[config.mk]
export PLATFORM = sky130hd
export DESIGN_NAME = decode_stage
export DESIGN_NICKNAME = d
export VERILOG_FILES = /design/src/rtl/decode_pkg.sv /design/src/rtl/decode_logic.sv /design/src/rtl/decode_stage.sv
export SDC_FILE = /design/constraint.sdc
export NUM_CORES = 1
export LEC_CHECK = 0
export ABC_AREA = 1
export BUFFER_PORTS_ARGS = -buffer_cell sky130_fd_sc_hd__buf_2
export CELL_PAD_IN_SITES_DETAIL_PLACEMENT = 2
export CELL_PAD_IN_SITES_GLOBAL_PLACEMENT = 2
export CORE_ASPECT_RATIO = 0.7
export CORE_MARGIN = 2
export CORE_UTILIZATION = 34
export DETAILED_ROUTE_END_ITERATION = 6
export PLACE_DENSITY_LB_ADDON = 0.1
export SYNTH_ARGS = -nofsm -noshare
export SYNTH_HDL_FRONTEND = slang
export SYNTH_SLANG_ARGS = --single-unit
[constraint.sdc]
create_clock -name clk -period 6.5 [get_ports clk]
set_clock_uncertainty 0.1 [all_clocks]
set_input_delay 0 -clock clk [delete_from_list [all_inputs] [get_ports clk]]
set_output_delay 0 -clock clk [all_outputs]
set_load 0.1 [all_outputs]
[src/rtl/decode_pkg.sv]
// Shared types and encoding constants for the decode stage.
package decode_pkg;

    // Major opcodes
    localparam logic [6:0] OPC_LUI     = 7'b0110111;
    localparam logic [6:0] OPC_AUIPC   = 7'b0010111;
    localparam logic [6:0] OPC_JAL     = 7'b1101111;
    localparam logic [6:0] OPC_JALR    = 7'b1100111;
    localparam logic [6:0] OPC_BRANCH  = 7'b1100011;
    localparam logic [6:0] OPC_LOAD    = 7'b0000011;
    localparam logic [6:0] OPC_STORE   = 7'b0100011;
    localparam logic [6:0] OPC_OPIMM   = 7'b0010011;
    localparam logic [6:0] OPC_OP      = 7'b0110011;
    localparam logic [6:0] OPC_MISCMEM = 7'b0001111;
    localparam logic [6:0] OPC_SYSTEM  = 7'b1110011;
    localparam logic [6:0] OPC_LOADFP  = 7'b0000111;
    localparam logic [6:0] OPC_STOREFP = 7'b0100111;
    localparam logic [6:0] OPC_OPFP    = 7'b1010011;

    // Integer funct7 values
    localparam logic [6:0] F7_BASE   = 7'b0000000;
    localparam logic [6:0] F7_ALT    = 7'b0100000;
    localparam logic [6:0] F7_MULDIV = 7'b0000001;

    // Single-precision OP-FP funct7 values (fmt field = 00)
    localparam logic [6:0] F7_FADD     = 7'b0000000;
    localparam logic [6:0] F7_FSUB     = 7'b0000100;
    localparam logic [6:0] F7_FMUL     = 7'b0001000;
    localparam logic [6:0] F7_FDIV     = 7'b0001100;
    localparam logic [6:0] F7_FSQRT    = 7'b0101100;
    localparam logic [6:0] F7_FSGNJ    = 7'b0010000;
    localparam logic [6:0] F7_FCMP     = 7'b1010000;
    localparam logic [6:0] F7_FCVT_W_S = 7'b1100000;
    localparam logic [6:0] F7_FCVT_S_W = 7'b1101000;
    localparam logic [6:0] F7_FMV_X_W  = 7'b1110000;
    localparam logic [6:0] F7_FMV_W_X  = 7'b1111000;

    localparam logic [31:0] INSTR_ECALL  = 32'h0000_0073;
    localparam logic [31:0] INSTR_EBREAK = 32'h0010_0073;

    // OP_ILLEGAL must stay at encoding 0 so a zeroed entry reads as illegal
    typedef enum logic [6:0] {
        OP_ILLEGAL = 7'd0,
        OP_LUI, OP_AUIPC, OP_JAL, OP_JALR,
        OP_BEQ, OP_BNE, OP_BLT, OP_BGE, OP_BLTU, OP_BGEU,
        OP_LB, OP_LH, OP_LW, OP_LBU, OP_LHU,
        OP_SB, OP_SH, OP_SW,
        OP_ADDI, OP_SLTI, OP_SLTIU, OP_XORI, OP_ORI, OP_ANDI,
        OP_SLLI, OP_SRLI, OP_SRAI,
        OP_ADD, OP_SUB, OP_SLL, OP_SLT, OP_SLTU, OP_XOR, OP_SRL, OP_SRA, OP_OR, OP_AND,
        OP_FENCE, OP_ECALL, OP_EBREAK,
        OP_MUL, OP_MULH, OP_MULHSU, OP_MULHU, OP_DIV, OP_DIVU, OP_REM, OP_REMU,
        OP_FLW, OP_FSW, OP_FADD, OP_FSUB, OP_FMUL, OP_FDIV, OP_FSQRT,
        OP_FSGNJ, OP_FSGNJN, OP_FSGNJX, OP_FEQ, OP_FLE,
        OP_FCVT_W_S, OP_FCVT_S_W, OP_FMV_X_W, OP_FMV_W_X
    } instr_op_t;

    typedef enum logic [2:0] {
        FMT_NONE, FMT_R, FMT_I, FMT_S, FMT_B, FMT_U, FMT_J
    } instr_fmt_t;

    typedef struct packed {
        instr_op_t   op;
        logic [4:0]  rd;
        logic [4:0]  rs1;
        logic [4:0]  rs2;
        logic [31:0] imm;
        logic        illegal;
    } decoded_t;

    typedef struct packed {
        decoded_t    dec;
        logic [31:0] pc;
    } entry_t;

    // Immediate extraction; formats without an immediate yield 0
    function automatic logic [31:0] imm_of(input instr_fmt_t fmt, input logic [31:0] i);
        logic [31:0] imm;
        imm = '0;
        case (fmt)
            FMT_I:   imm = {{20{i[31]}}, i[31:20]};
            FMT_S:   imm = {{20{i[31]}}, i[31:25], i[11:7]};
            FMT_B:   imm = {{19{i[31]}}, i[31], i[7], i[30:25], i[11:8], 1'b0};
            FMT_U:   imm = {i[31:12], 12'b0};
            FMT_J:   imm = {{11{i[31]}}, i[31], i[19:12], i[20], i[30:21], 1'b0};
            default: imm = '0;
        endcase
        return imm;
    endfunction

endpackage

[src/rtl/decode_logic.sv]
// Combinational RV32I/M/F-subset instruction decoder.
module decode_logic
    import decode_pkg::*;
#(
    parameter bit ENABLE_M = 1'b1,
    parameter bit ENABLE_F = 1'b1
) (
    input  logic [31:0] in_instr,
    output decoded_t    dec
);

    logic [6:0] opcode;
    logic [2:0] f3;
    logic [6:0] f7;
    logic [4:0] rs2_raw;
    logic       rm_ok;
    instr_op_t  op;
    instr_fmt_t fmt;

    assign opcode  = in_instr[6:0];
    assign f3      = in_instr[14:12];
    assign f7      = in_instr[31:25];
    assign rs2_raw = in_instr[24:20];
    // Rounding modes 101 and 110 are reserved
    assign rm_ok   = (f3 != 3'b101) && (f3 != 3'b110);

    // Match opcode/funct fields to an operation and its encoding format
    always_comb begin
        op  = OP_ILLEGAL;
        fmt = FMT_NONE;
        case (opcode)
            OPC_LUI:   begin op = OP_LUI;   fmt = FMT_U; end
            OPC_AUIPC: begin op = OP_AUIPC; fmt = FMT_U; end
            OPC_JAL:   begin op = OP_JAL;   fmt = FMT_J; end
            OPC_JALR: begin
                fmt = FMT_I;
                if (f3 == 3'b000) op = OP_JALR;
            end
            OPC_BRANCH: begin
                fmt = FMT_B;
                case (f3)
                    3'b000:  op = OP_BEQ;
                    3'b001:  op = OP_BNE;
                    3'b100:  op = OP_BLT;
                    3'b101:  op = OP_BGE;
                    3'b110:  op = OP_BLTU;
                    3'b111:  op = OP_BGEU;
                    default: op = OP_ILLEGAL;
                endcase
            end
            OPC_LOAD: begin
                fmt = FMT_I;
                case (f3)
                    3'b000:  op = OP_LB;
                    3'b001:  op = OP_LH;
                    3'b010:  op = OP_LW;
                    3'b100:  op = OP_LBU;
                    3'b101:  op = OP_LHU;
                    default: op = OP_ILLEGAL;
                endcase
            end
            OPC_STORE: begin
                fmt = FMT_S;
                case (f3)
                    3'b000:  op = OP_SB;
                    3'b001:  op = OP_SH;
                    3'b010:  op = OP_SW;
                    default: op = OP_ILLEGAL;
                endcase
            end
            OPC_OPIMM: begin
                fmt = FMT_I;
                case (f3)
                    3'b000: op = OP_ADDI;
                    3'b010: op = OP_SLTI;
                    3'b011: op = OP_SLTIU;
                    3'b100: op = OP_XORI;
                    3'b110: op = OP_ORI;
                    3'b111: op = OP_ANDI;
                    3'b001: if (f7 == F7_BASE) op = OP_SLLI;
                    3'b101: begin
                        if (f7 == F7_BASE)     op = OP_SRLI;
                        else if (f7 == F7_ALT) op = OP_SRAI;
                    end
                    default: op = OP_ILLEGAL;
                endcase
            end
            OPC_OP: begin
                fmt = FMT_R;
                if (f7 == F7_BASE) begin
                    case (f3)
                        3'b000:  op = OP_ADD;
                        3'b001:  op = OP_SLL;
                        3'b010:  op = OP_SLT;
                        3'b011:  op = OP_SLTU;
                        3'b100:  op = OP_XOR;
                        3'b101:  op = OP_SRL;
                        3'b110:  op = OP_OR;
                        default: op = OP_AND;
                    endcase
                end else if (f7 == F7_ALT) begin
                    if (f3 == 3'b000)      op = OP_SUB;
                    else if (f3 == 3'b101) op = OP_SRA;
                end else if (f7 == F7_MULDIV && ENABLE_M) begin
                    case (f3)
                        3'b000:  op = OP_MUL;
                        3'b001:  op = OP_MULH;
                        3'b010:  op = OP_MULHSU;
                        3'b011:  op = OP_MULHU;
                        3'b100:  op = OP_DIV;
                        3'b101:  op = OP_DIVU;
                        3'b110:  op = OP_REM;
                        default: op = OP_REMU;
                    endcase
                end
            end
            OPC_MISCMEM: begin
                fmt = FMT_I;
                if (f3 == 3'b000) op = OP_FENCE;
            end
            OPC_SYSTEM: begin
                // Only the exact ecall/ebreak words; no fields to report
                if (in_instr == INSTR_ECALL)       op = OP_ECALL;
                else if (in_instr == INSTR_EBREAK) op = OP_EBREAK;
            end
            OPC_LOADFP: begin
                fmt = FMT_I;
                if (ENABLE_F && f3 == 3'b010) op = OP_FLW;
            end
            OPC_STOREFP: begin
                fmt = FMT_S;
                if (ENABLE_F && f3 == 3'b010) op = OP_FSW;
            end
            OPC_OPFP: begin
                fmt = FMT_R;
                if (ENABLE_F) begin
                    case (f7)
                        F7_FADD: if (rm_ok) op = OP_FADD;
                        F7_FSUB: if (rm_ok) op = OP_FSUB;
                        F7_FMUL: if (rm_ok) op = OP_FMUL;
                        F7_FDIV: if (rm_ok) op = OP_FDIV;
                        F7_FSQRT: if (rm_ok && rs2_raw == 5'd0) op = OP_FSQRT;
                        F7_FSGNJ: begin
                            if (f3 == 3'b000)      op = OP_FSGNJ;
                            else if (f3 == 3'b001) op = OP_FSGNJN;
                            else if (f3 == 3'b010) op = OP_FSGNJX;
                        end
                        F7_FCMP: begin
                            if (f3 == 3'b010)      op = OP_FEQ;
                            else if (f3 == 3'b000) op = OP_FLE;
                        end
                        F7_FCVT_W_S: if (rm_ok && rs2_raw == 5'd0) op = OP_FCVT_W_S;
                        F7_FCVT_S_W: if (rm_ok && rs2_raw == 5'd0) op = OP_FCVT_S_W;
                        F7_FMV_X_W:  if (f3 == 3'b000 && rs2_raw == 5'd0) op = OP_FMV_X_W;
                        F7_FMV_W_X:  if (f3 == 3'b000 && rs2_raw == 5'd0) op = OP_FMV_W_X;
                        default: op = OP_ILLEGAL;
                    endcase
                end
            end
            default: op = OP_ILLEGAL;
        endcase
        // An unmatched encoding carries no fields at all
        if (op == OP_ILLEGAL) fmt = FMT_NONE;
    end

    // Expose only the register fields the format actually has
    always_comb begin
        dec.op      = op;
        dec.illegal = (op == OP_ILLEGAL);
        dec.imm     = imm_of(fmt, in_instr);
        dec.rd      = '0;
        dec.rs1     = '0;
        dec.rs2     = '0;
        case (fmt)
            FMT_R: begin
                dec.rd  = in_instr[11:7];
                dec.rs1 = in_instr[19:15];
                dec.rs2 = in_instr[24:20];
            end
            FMT_I: begin
                dec.rd  = in_instr[11:7];
                dec.rs1 = in_instr[19:15];
            end
            FMT_S, FMT_B: begin
                dec.rs1 = in_instr[19:15];
                dec.rs2 = in_instr[24:20];
            end
            FMT_U, FMT_J: dec.rd = in_instr[11:7];
            default: ;
        endcase
    end

endmodule

[src/rtl/decode_stage.sv]
// Decode stage: combinational decode feeding a small in-order output buffer.
module decode_stage
    import decode_pkg::*;
#(
    parameter bit ENABLE_M = 1'b1,
    parameter bit ENABLE_F = 1'b1,
    parameter int DEPTH    = 2
) (
    input  logic                    clk,
    input  logic                    rst,
    input  logic                    flush,
    input  logic                    in_valid,
    output logic                    in_ready,
    input  logic [31:0]             in_pc,
    input  logic [31:0]             in_instr,
    output logic                    out_valid,
    input  logic                    out_ready,
    output instr_op_t               out_op,
    output logic [4:0]              out_rd,
    output logic [4:0]              out_rs1,
    output logic [4:0]              out_rs2,
    output logic [31:0]             out_imm,
    output logic [31:0]             out_pc,
    output logic                    out_illegal,
    output logic [$clog2(DEPTH):0]  count
);

    localparam int PW = $clog2(DEPTH);
    localparam int CW = PW + 1;
    localparam logic [CW-1:0] DEPTH_C = CW'(DEPTH);

    if (DEPTH < 2 || (DEPTH & (DEPTH - 1)) != 0) begin : g_depth_check
        $error("decode_stage: DEPTH must be a power of two >= 2");
    end

    decoded_t      in_dec;
    entry_t        mem_q [DEPTH];
    entry_t        mem_d [DEPTH];
    entry_t        head;
    logic [PW-1:0] wptr_q, wptr_d;
    logic [PW-1:0] rptr_q, rptr_d;
    logic [CW-1:0] count_q, count_d;
    logic          push, pop;

    decode_logic #(
        .ENABLE_M (ENABLE_M),
        .ENABLE_F (ENABLE_F)
    ) u_decode (
        .in_instr (in_instr),
        .dec      (in_dec)
    );

    assign in_ready  = !rst && (count_q < DEPTH_C);
    assign out_valid = !rst && (count_q != '0);
    // A flush swallows both the offered word and any pop in the same cycle
    assign push      = in_valid && in_ready && !flush;
    assign pop       = out_valid && out_ready && !flush;
    assign head      = mem_q[rptr_q];
    assign count     = count_q;

    // Next pointer/count/storage; pointers wrap naturally since DEPTH is 2^PW
    always_comb begin
        wptr_d  = wptr_q;
        rptr_d  = rptr_q;
        count_d = count_q;
        mem_d   = mem_q;
        if (flush) begin
            wptr_d  = '0;
            rptr_d  = '0;
            count_d = '0;
        end else begin
            if (push) begin
                mem_d[wptr_q] = '{dec: in_dec, pc: in_pc};
                wptr_d        = wptr_q + PW'(1);
            end
            if (pop) begin
                rptr_d = rptr_q + PW'(1);
            end
            case ({push, pop})
                2'b10:   count_d = count_q + CW'(1);
                2'b01:   count_d = count_q - CW'(1);
                default: count_d = count_q;
            endcase
        end
    end

    // Pointer and occupancy registers; reset discards everything like a flush
    always_ff @(posedge clk) begin
        if (rst) begin
            wptr_q  <= '0;
            rptr_q  <= '0;
            count_q <= '0;
        end else begin
            wptr_q  <= wptr_d;
            rptr_q  <= rptr_d;
            count_q <= count_d;
        end
    end

    // Entry storage needs no reset: it is only visible through count_q
    always_ff @(posedge clk) begin
        mem_q <= mem_d;
    end

    // Head entry outputs, forced to zero during reset
    always_comb begin
        out_op      = OP_ILLEGAL;
        out_rd      = '0;
        out_rs1     = '0;
        out_rs2     = '0;
        out_imm     = '0;
        out_pc      = '0;
        out_illegal = 1'b0;
        if (!rst) begin
            out_op      = head.dec.op;
            out_rd      = head.dec.rd;
            out_rs1     = head.dec.rs1;
            out_rs2     = head.dec.rs2;
            out_imm     = head.dec.imm;
            out_pc      = head.pc;
            out_illegal = head.dec.illegal;
        end
    end

endmodule
Word level (Yosys, flattened, before mapping)
Index checks and enable logic that the tools add are counted.
{ "word_totals": {"word_cells": 156, "regBits": 178, "in_bits": 69} }
{ "op_classes": {"n_addsub": 4, "bitwise_logic": 3, "n_lt_le_gt_ge": 4, "mux": 56, "n_eq_ne": 45, "n_reduce_logical": 27} }
{ "op_table": {"columns": ["cell", "count"], "rows": [
  ["$mux W87", 4],
  ["$bwmux W174", 1],
  ["$pmux W32 S5", 1],
  ["$pmux W7 S14", 1],
  ["$mux W6", 15],
  ["$demux W87 S1", 1],
  ["$mux W7", 11],
  ["$pmux W7 S11", 1],
  ["$eq A7 B7 Y1 const B", 10],
  ["$mux W32", 2],
  ["$pmux W7 S8", 1],
  ["$eq A7 B6 Y1 const B", 6],
  ["$pmux W6 S7", 1],
  ["$mux W5", 8],
  ["$pmux W5 S7", 1],
  ["$eq A32 B21 Y1 const B", 1],
  ["$eq A32 B7 Y1 const B", 1],
  ["$pmux W4 S6", 1],
  ["$eq A3 B3 Y1 const B", 7],
  ["$eq A7 B4 Y1 const B", 3],
  ["$eq A7 B5 Y1 const B", 3],
  ["$pmux W4 S5", 1],
  ["$pmux W3 S6", 1],
  ["$pmux W5 S3", 1],
  ["other kinds (30)", 56]
]} }

Longest topological paths before layout
Gate-level depths: netlist (run 1).
{ "depth": {"ltp_word": 12, "ltp_mapped": 20, "mapped_depth_nobuf": 19} }

Modules after synthesis
Synthesis (run 1) repeated with hierarchy kept, for this count alone.
{ "unflattened": {"cells_unflattened": 929, "hier_area_um2": 8828.5} }
{ "by_module_without_submodules": {"columns": ["module", "instances", "cells_each", "area_each_um2"], "rows": [
  ["decode_stage", 1, 502, 6881.6],
  ["decode_logic", 1, 427, 1946.9]
]} }

Worst setup path before layout (run 1)
Ideal clock, no wire load.
{ "synth_path": {"kind": "reg2reg", "startpoint": "register count_q[1] (netlist: count[1])", "endpoint": "register mem_q[0] in the netlist's numbering, enable pin", "arrival_ps": 4703, "stages_incl_launch_ff": 4, "slack_ps": 1163, "cell_sequence": "dfxtp_1 > inv_1 > nand3_1 > nor2_1"} }
{ "synth_via": {"elab_chain_cells": 5} }
{ "synth_lines": {"columns": ["element", "line_no", "source"], "rows": [
  ["start: declaration", "decode_stage.sv:42", "logic [CW-1:0] count_q, count_d;"],
  ["start signal: assignment", "decode_stage.sv:96", "count_q <= count_d;"],
  ["$lt A2 B2 Y1", "decode_stage.sv:53", "assign in_ready = !rst && (count_q < DEPTH_C);"],
  ["$logic_and A1 B1 Y1", "decode_stage.sv:53", null],
  ["$logic_and A1 B1 Y1 (2 in series)", "decode_stage.sv:56", "assign push = in_valid && in_ready && !flush;"],
  ["$reduce_and A2 Y1 (no line)", null, null],
  ["end signal: assignment", "decode_stage.sv:102", "mem_q <= mem_d;"],
  ["end: declaration", "decode_stage.sv:37", "entry_t mem_q [DEPTH];"]
]} }
Every way passes these cells.
A chain may end at the register's enable or synchronous reset.

Final worst setup path (run 1)
{ "layout_path": {"startpoint": "register rptr_q", "endpoint": "output port out_imm[20]"} }
{ "layout_via": {"elab_chain_cells": 5} }
{ "layout_lines": {"columns": ["element", "line_no", "source"], "rows": [
  ["start: declaration", "decode_stage.sv:41", "logic [PW-1:0] rptr_q, rptr_d;"],
  ["start signal: assignment", "decode_stage.sv:95", "rptr_q <= rptr_d;"],
  ["$not A1 Y2 (implied by the code)", "decode_stage.sv:58", "assign head = mem_q[rptr_q];"],
  ["$mux W87 (implied by the code) (3 in series)", "decode_stage.sv:58", null],
  ["$mux W32", "decode_stage.sv:114", "if (!rst) begin"],
  ["end: declaration", "decode_stage.sv:22", "output logic [31:0] out_imm,"]
]} }
Every way passes these cells. The select of a mux whose other input is x is not followed.

==> qor.yml, run 1 <==
detailed_routing:
  vias: 7550
  drt-total-wl_um: 30900
  drc: 0
  drt_iter0_markers: 474
  viasPerCell: 4.99
  antenna_left: 0
  dr.pass1.iters: 5
  drt-wirelength-per-cell_um: 20.4
critical_path:
  crit_type: "reg -> out"
  worstPathRequired_ns: 6.40
  cp_max_fo: 89
  critPathCaptureType: "output pin"
  critPathArrivalTime_ns: 3.20
  ff2ff_path_depth: 4
  critPathLaunchType: "register"
floorplanning:
  die_area_um2: 27600
  fp-row-count: 49
  start_util_pct: 34.7
  core-area_um2: 25700
  die_y_um: 140
  io_pins: 160
  die_w_um: 198
clock_network:
  cts_buffers: 17
  clkTransAtPathRegs_ns: 0.07
  cts_buffer_depth: 2
  cts_tree: "yes"
  cts_resized: 0
  clockRootBuffer: "clkbuf_16"
  clock_sinks: 178
  ctsHtreeMaxLevel: 4
  clock_latency_ns: 0.45
global_routing:
  grt_pass1_vias: 8134
  antenna_found_initial: 0
  grt.total_usage_pct: 23.3
  grt_max_degree: 90
  grt_pass1_wl_um: 48200
  overflow: 0
flow_run:
  maxCapViolations: 0
sta:
  finalSetupTns_ns: 0
  report.final.slew_viol_count: 0
  slew_headroom_pct: 26.0
  rsz0062_at_grt: "no"
  tightest_slew_ns: 1.11
  finalHoldViolCount: 0
  hold_ws_ns: 0.136
  min_period_over_period_pct: 50.7
  period_minus_slack_ns: 3.30
  fmax_mhz: 303
  setup_viol: 0
layout:
  diodes: 0
  synthToLayoutAreaGrowth_pct: 25.1
  layout.nets: 1239
  drive_above_1_share_pct: 23.0
  layout.cells.non_filler: 1513
  nFillCells: 2826
synthesis:
  seq_area_frac_synth_pct: 59.4
  async_flop_share_pct: 0
  synth.most_common_cell: "nand2_1"
  syn_inst: 965
  ys_top_cells_by_count: "nand2_1 (321), edfxtp_1 (174), a21oi_1 (103), nor2_1 (97), inv_1 (64)"
  synth_warnings: 0
  synth_cell_type_count: 36
  synth_nets: 1035
  netlist_area_um2: 8920
  avgSynthCellArea_um2: 9.25
  yosysTopAreaCell: "edfxtp_1"
  yosysTopAreaCellShare_pct: 58.5
  synthFlopType: "edfxtp_1"
  postSynthRegisterBits: 178
  synthTopCellsByArea: "edfxtp_1 (59%), nand2_1 (14%), a21oi_1 (5.8%)"
  synth_edf_count: 174
placed_design:
  port_buffers: 159
  gp_congestion: 0.837
  hpwl_um: 21100
  placed_cells: 1422
power:
  p_leak_uw: 0.00511
  p_per_area_nw_per_um2: 243
  internal_power_uw: 1890
  p_sw_share_pct: 30.2
  comb_power_share_pct: 16.0
  pwr-share-clk_pct: 36.7
  switching_power_uw: 819
  peakVddDrop_mv: 0.186
  seq_power_share_pct: 47.3
outcome:
  outcome: "completed"
worst_hold_path:
  whs_path_depth: 3
  hold_path_class: "in -> reg"
## flip-flops by register name, summed over array words and instances (netlist names)
signal,cells
mem_q,174
count,2
rptr_q,1
wptr_q,1
## layout make-up
cell class | count | area [µm²] | area share, %
flip-flops and latches | 178 | 5310 | 47.6
multi-input cells | 670 | 3150 | 28.3
repair buffers | 222 | 1420 | 12.7
clock buffers | 18 | 429 | 3.84
well taps | 331 | 414 | 3.71
inverters | 80 | 305 | 2.74
clock inverters | 14 | 131 | 1.18
## cell families after synthesis
logic type,synth area share (%)
DFF,59.4
adders and majority gates,0.140
and+or+nand+nor,27.5
AOI/OAI and AO/OA,7.50
buffers and inverters,5.38
## through the flow
stage               power [µW]  worst slack (ns)  area [µm²]  util, %
floorplan                 1610              1.16        8920        -
global placement          1700              3.70       10000     38.9
detailed placement        1710              3.62       10000     38.9
CTS                       2720              3.09       11200     43.3
global route              2800              2.95       11200     43.3
finish                    2710              3.20       11200     43.3
## path summary, 6_finish.rpt
check / start / end / slack [ns]
worst max-delay path: rptr_q / out_imm[20] / 3.20
worst min-delay path: in_instr[31] / mem_q[151] / 0.14
worst min register to register: count[0] / count[0] / 0.53
worst max register to register: count[1] / mem_q[42] / 3.77
## worst max-delay path, stage by stage (launching register included)
cell and delay (ns):
dfxtp_4 0.65, inv_2 0.55, buf_4 0.64, nand2_1 0.16
a21oi_1 0.22, buf_2 0.46
## cell usage in the layout, fill, tap and decap left out, drive strengths merged
master | synthesis | routed
ha | 1 | 1
o21ai | 18 | 18
inv | 79 | 83
nand3 | 80 | 80
edfxtp | 174 | 174
a21oi | 104 | 104
and2 | 1 | 1
nand4 | 7 | 7
clkinv | 1 | 7
a21boi | 2 | 2
a211oi | 1 | 1
bufinv | 0 | 1
dlygate4sd3 | 0 | 59
o311ai | 1 | 1
buf | 9 | 163
nor3 | 2 | 2
nand3b | 2 | 2
o2bb2ai | 1 | 1
o211ai | 1 | 1
nor2 | 113 | 113
clkinvlp | 0 | 3
dfxtp | 4 | 4
clkbuf | 28 | 18
nand2 | 336 | 336
## metal layers
| layer | track usage, % | share of wire (%) | vias up | wire, µm |
|---|---|---|---|---|
| li1 | - | - | 3627 | - |
| met1 | 33.4 | 49 | 3753 | 15200 |
| met2 | 37.3 | 46 | 151 | 14300 |
| met3 | 3.08 | 3.2 | 19 | 994 |
| met4 | 5.82 | 1.0 | 0 | 321 |
| met5 | 0 | 0 | - | 0 |
## power by group through the flow
stage | sequential, µW | clock (µW) | combinational, µW
6_report | 1280 | 995 | 435
2_1_floorplan | 1310 | 0 | 302
3_5_place_dp | 1310 | 0 | 404
5_1_grt | 1280 | 1060 | 458
3_3_place_gp | 1300 | 0 | 400
4_1_cts | 1280 | 1010 | 434
## what timing repair did
item,4_1_cts,5_1_grt
hold buffers,59,0
buffers inserted,0,0
endpoints found under the hold margin,158,0
endpoints found under the setup margin,0,0
(Power assumes the default switching activity.)
==> run 2, diff against run 1 <==
==> constraint.sdc (replaced) <==
create_clock -name clk -period 3.3 [get_ports clk]
set_clock_uncertainty 0.1 [all_clocks]
set_input_delay 0 -clock clk [delete_from_list [all_inputs] [get_ports clk]]
set_output_delay 0 -clock clk [all_outputs]
set_load 0.1 [all_outputs]
==> run 2 against run 1 <==
First-iteration DRC count shrank 7.2%. Largest cell class unchanged. Largest power group unchanged. Sequential power increased by 97%. Final area increased by 2.0%. Critical endpoint is now mem_q[123].
==> qor.yml, run 2 (synthesized netlist as in run 1, its figures left out) <==
sta:
  setup_viol: 0  # unchanged
  report.final.slew_viol_count: 0  # unchanged
  rsz0062_at_grt: "no"  # unchanged
  tightest_slew_ns: 0.700  # was 1.11 ns
  finalHoldViolCount: 0  # unchanged
  finalSetupTns_ns: 0  # unchanged
  hold_ws_ns: 0.137  # was 0.136 ns
  slew_headroom_pct: 53.3  # was 26.0%
  min_period_over_period_pct: 93.6
  fmax_mhz: 324
  period_minus_slack_ns: 3.09
global_routing:
  grt_max_degree: 58  # was 90
  overflow: 0  # unchanged
  grt_pass1_wl_um: 49800  # was 48200 µm
  antenna_found_initial: 0  # unchanged
  grt.total_usage_pct: 24.3  # was 23.3%
  grt_pass1_vias: 8362  # was 8134
critical_path:
  critPathCaptureType: "register"  # was output pin
  critPathArrivalTime_ns: 3.18  # was 3.20 ns
  cp_max_fo: 10  # was 89
  rrSetupSlack_ns: 1.17  # was 3.77 ns
  critPathLaunchType: "primary input"  # was register
  crit_type: "in -> reg"  # was reg -> out
  rr_startpoint: "count[1]"  # unchanged
  worstPathRequired_ns: 3.40  # was 6.40 ns
  worstSetupStartpoint: "in_instr[12]"  # was rptr_q
layout:
  drive_above_1_share_pct: 24.1  # was 23.0%
  diodes: 0  # unchanged
  layout_common_cells: "nand2_1 (321), edfxtp_1 (174), buf_2 (155)"  # was nand2_1 (321), edfxtp_1 (174), buf_2 (158)
  top_register: "mem_q"  # unchanged
  largest_register_ffs: 174  # unchanged
  layout.cells.non_filler: 1528  # was 1513
  final_common_cell: "nand2_1"  # unchanged
  fin_util_pct: 44.2  # was 43.3%
  synthToLayoutAreaGrowth_pct: 27.5  # was 25.1%
  nFillCells: 2842  # was 2826
  layout.nets: 1256  # was 1239
power:
  p_per_area_nw_per_um2: 476  # was 243 nW/µm²
  p_sw_share_pct: 30.0  # was 30.2%
  switching_power_uw: 1630  # was 819 µW
  p_leak_uw: 0.00521  # was 0.00511 µW
  internal_power_uw: 3790  # was 1890 µW
  comb_power_share_pct: 16.2  # was 16.0%
  seq_power_share_pct: 46.5  # was 47.3%
  peakVddDrop_mv: 0.393  # was 0.186 mV
  pwr-share-clk_pct: 37.3  # was 36.7%
floorplanning:
  fp-row-count: 49  # unchanged
  die_w_um: 198  # unchanged
  core-area_um2: 25700  # unchanged
  die_y_um: 140  # unchanged
  io_pins: 160  # unchanged
  start_util_pct: 34.7  # unchanged
  die_area_um2: 27600  # unchanged
placed_design:
  placed_cells: 1434  # was 1422
  gp_congestion: 0.837  # about the same
  port_buffers: 159  # unchanged
  hpwl_um: 22500  # was 21100 µm
clock_network:
  ctsHtreeMaxLevel: 4  # unchanged
  cts_buffers: 17  # unchanged
  clockRootBuffer: "clkbuf_16"  # unchanged
  clock_latency_ns: 0.45  # about the same
  cts_tree: "yes"  # unchanged
  clock_sinks: 178  # unchanged
  clkTransAtPathRegs_ns: 0.07  # about the same
  cts_buffer_depth: 2  # unchanged
detailed_routing:
  drt-wirelength-per-cell_um: 21.4  # was 20.4 µm
  dr.pass1.iters: 4  # was 5
  drc: 0  # unchanged
  antenna_left: 0  # unchanged
  vias: 7677  # was 7550
  drt-total-wl_um: 32600  # was 30900 µm
  viasPerCell: 5.02  # was 4.99
  drt_iter0_markers: 440  # was 474
outcome:
  outcome: "completed"  # unchanged
worst_hold_path:
  worst_hold_startpoint: "in_instr[31]"  # unchanged
  hold_path_class: "in -> reg"  # unchanged
flow_run:
  maxCapViolations: 0  # unchanged
-- run 2: power groups by stage --
stage	logic (µW)	clock network (µW)	registers [µW]
floorplan	596	0	2570
global placement	801	0	2570
detailed placement	812	0	2570
CTS	875	2050	2520
global route	924	2140	2520
finish	880	2020	2520
-- run 2: critical path, cell delays in order --
cell and delay (ns):
dlygate4sd3_1 0.54, clkbuf_4 0.21, nand2_2 0.12, inv_1 0.10, nand2_1 0.20, nand3_1 0.15
nand2_1 0.10, nand2_1 0.05, nor2_1 0.10, nand2_1 0.06, nor2_1 0.11, nand2_2 0.13
inv_2 0.08, nand2_2 0.06, nor2_4 0.11, nand3_4 0.12, nand3_4 0.10, nand2_4 0.10
nand2_1 0.09, o21ai_1 0.07, dlygate4sd3_1 0.58
-- run 2: worst paths after layout --
kind                     end  depth (start not counted)
setup reg to reg   mem_q[89]                          4
hold / removal    mem_q[151]                          3
hold reg to reg     count[1]                          2
setup / recovery  mem_q[123]                         21
-- run 2: stage by stage --
step                      setup WS (ns)  instance area (µm²)  power [µW]
after floorplan                  -0.599                 8930        3170
after global placement            0.585                10200        3370
after detailed placement          0.522                10200        3380
after CTS                         0.182                11300        5440
after global routing            0.00173                11400        5580
final                             0.211                11400        5420
-- run 2: area by class of cell --
cell class                 count  area (µm²)  share of cell area (%)
clock buffer                  18         429                    3.77
clock inverter                12         134                    1.18
inverter                      80         310                    2.73
multi-input combinational    670        3170                    27.9
sequential                   178        5310                    46.7
tap                          331         414                    3.64
timing repair buffer         239        1610                    14.1
-- run 2: layer usage --
layer	GRT usage, %	up-vias	wire length, µm
met5	0	-	0
met1	34.2	3840	15700
met4	6.37	0	471
met3	3.88	30	1140
met2	39.1	151	15300
li1	-	3656	-
-- run 2: repair_timing --
| action | in CTS | in global routing |
|---|---|---|
| hold buffers | 61 | 0 |
| gates resized for setup | 0 | 12 |
| hold endpoints to repair | 156 | 0 |
| setup buffers | 0 | 3 |
| endpoints found under the setup margin | 0 | 2 |
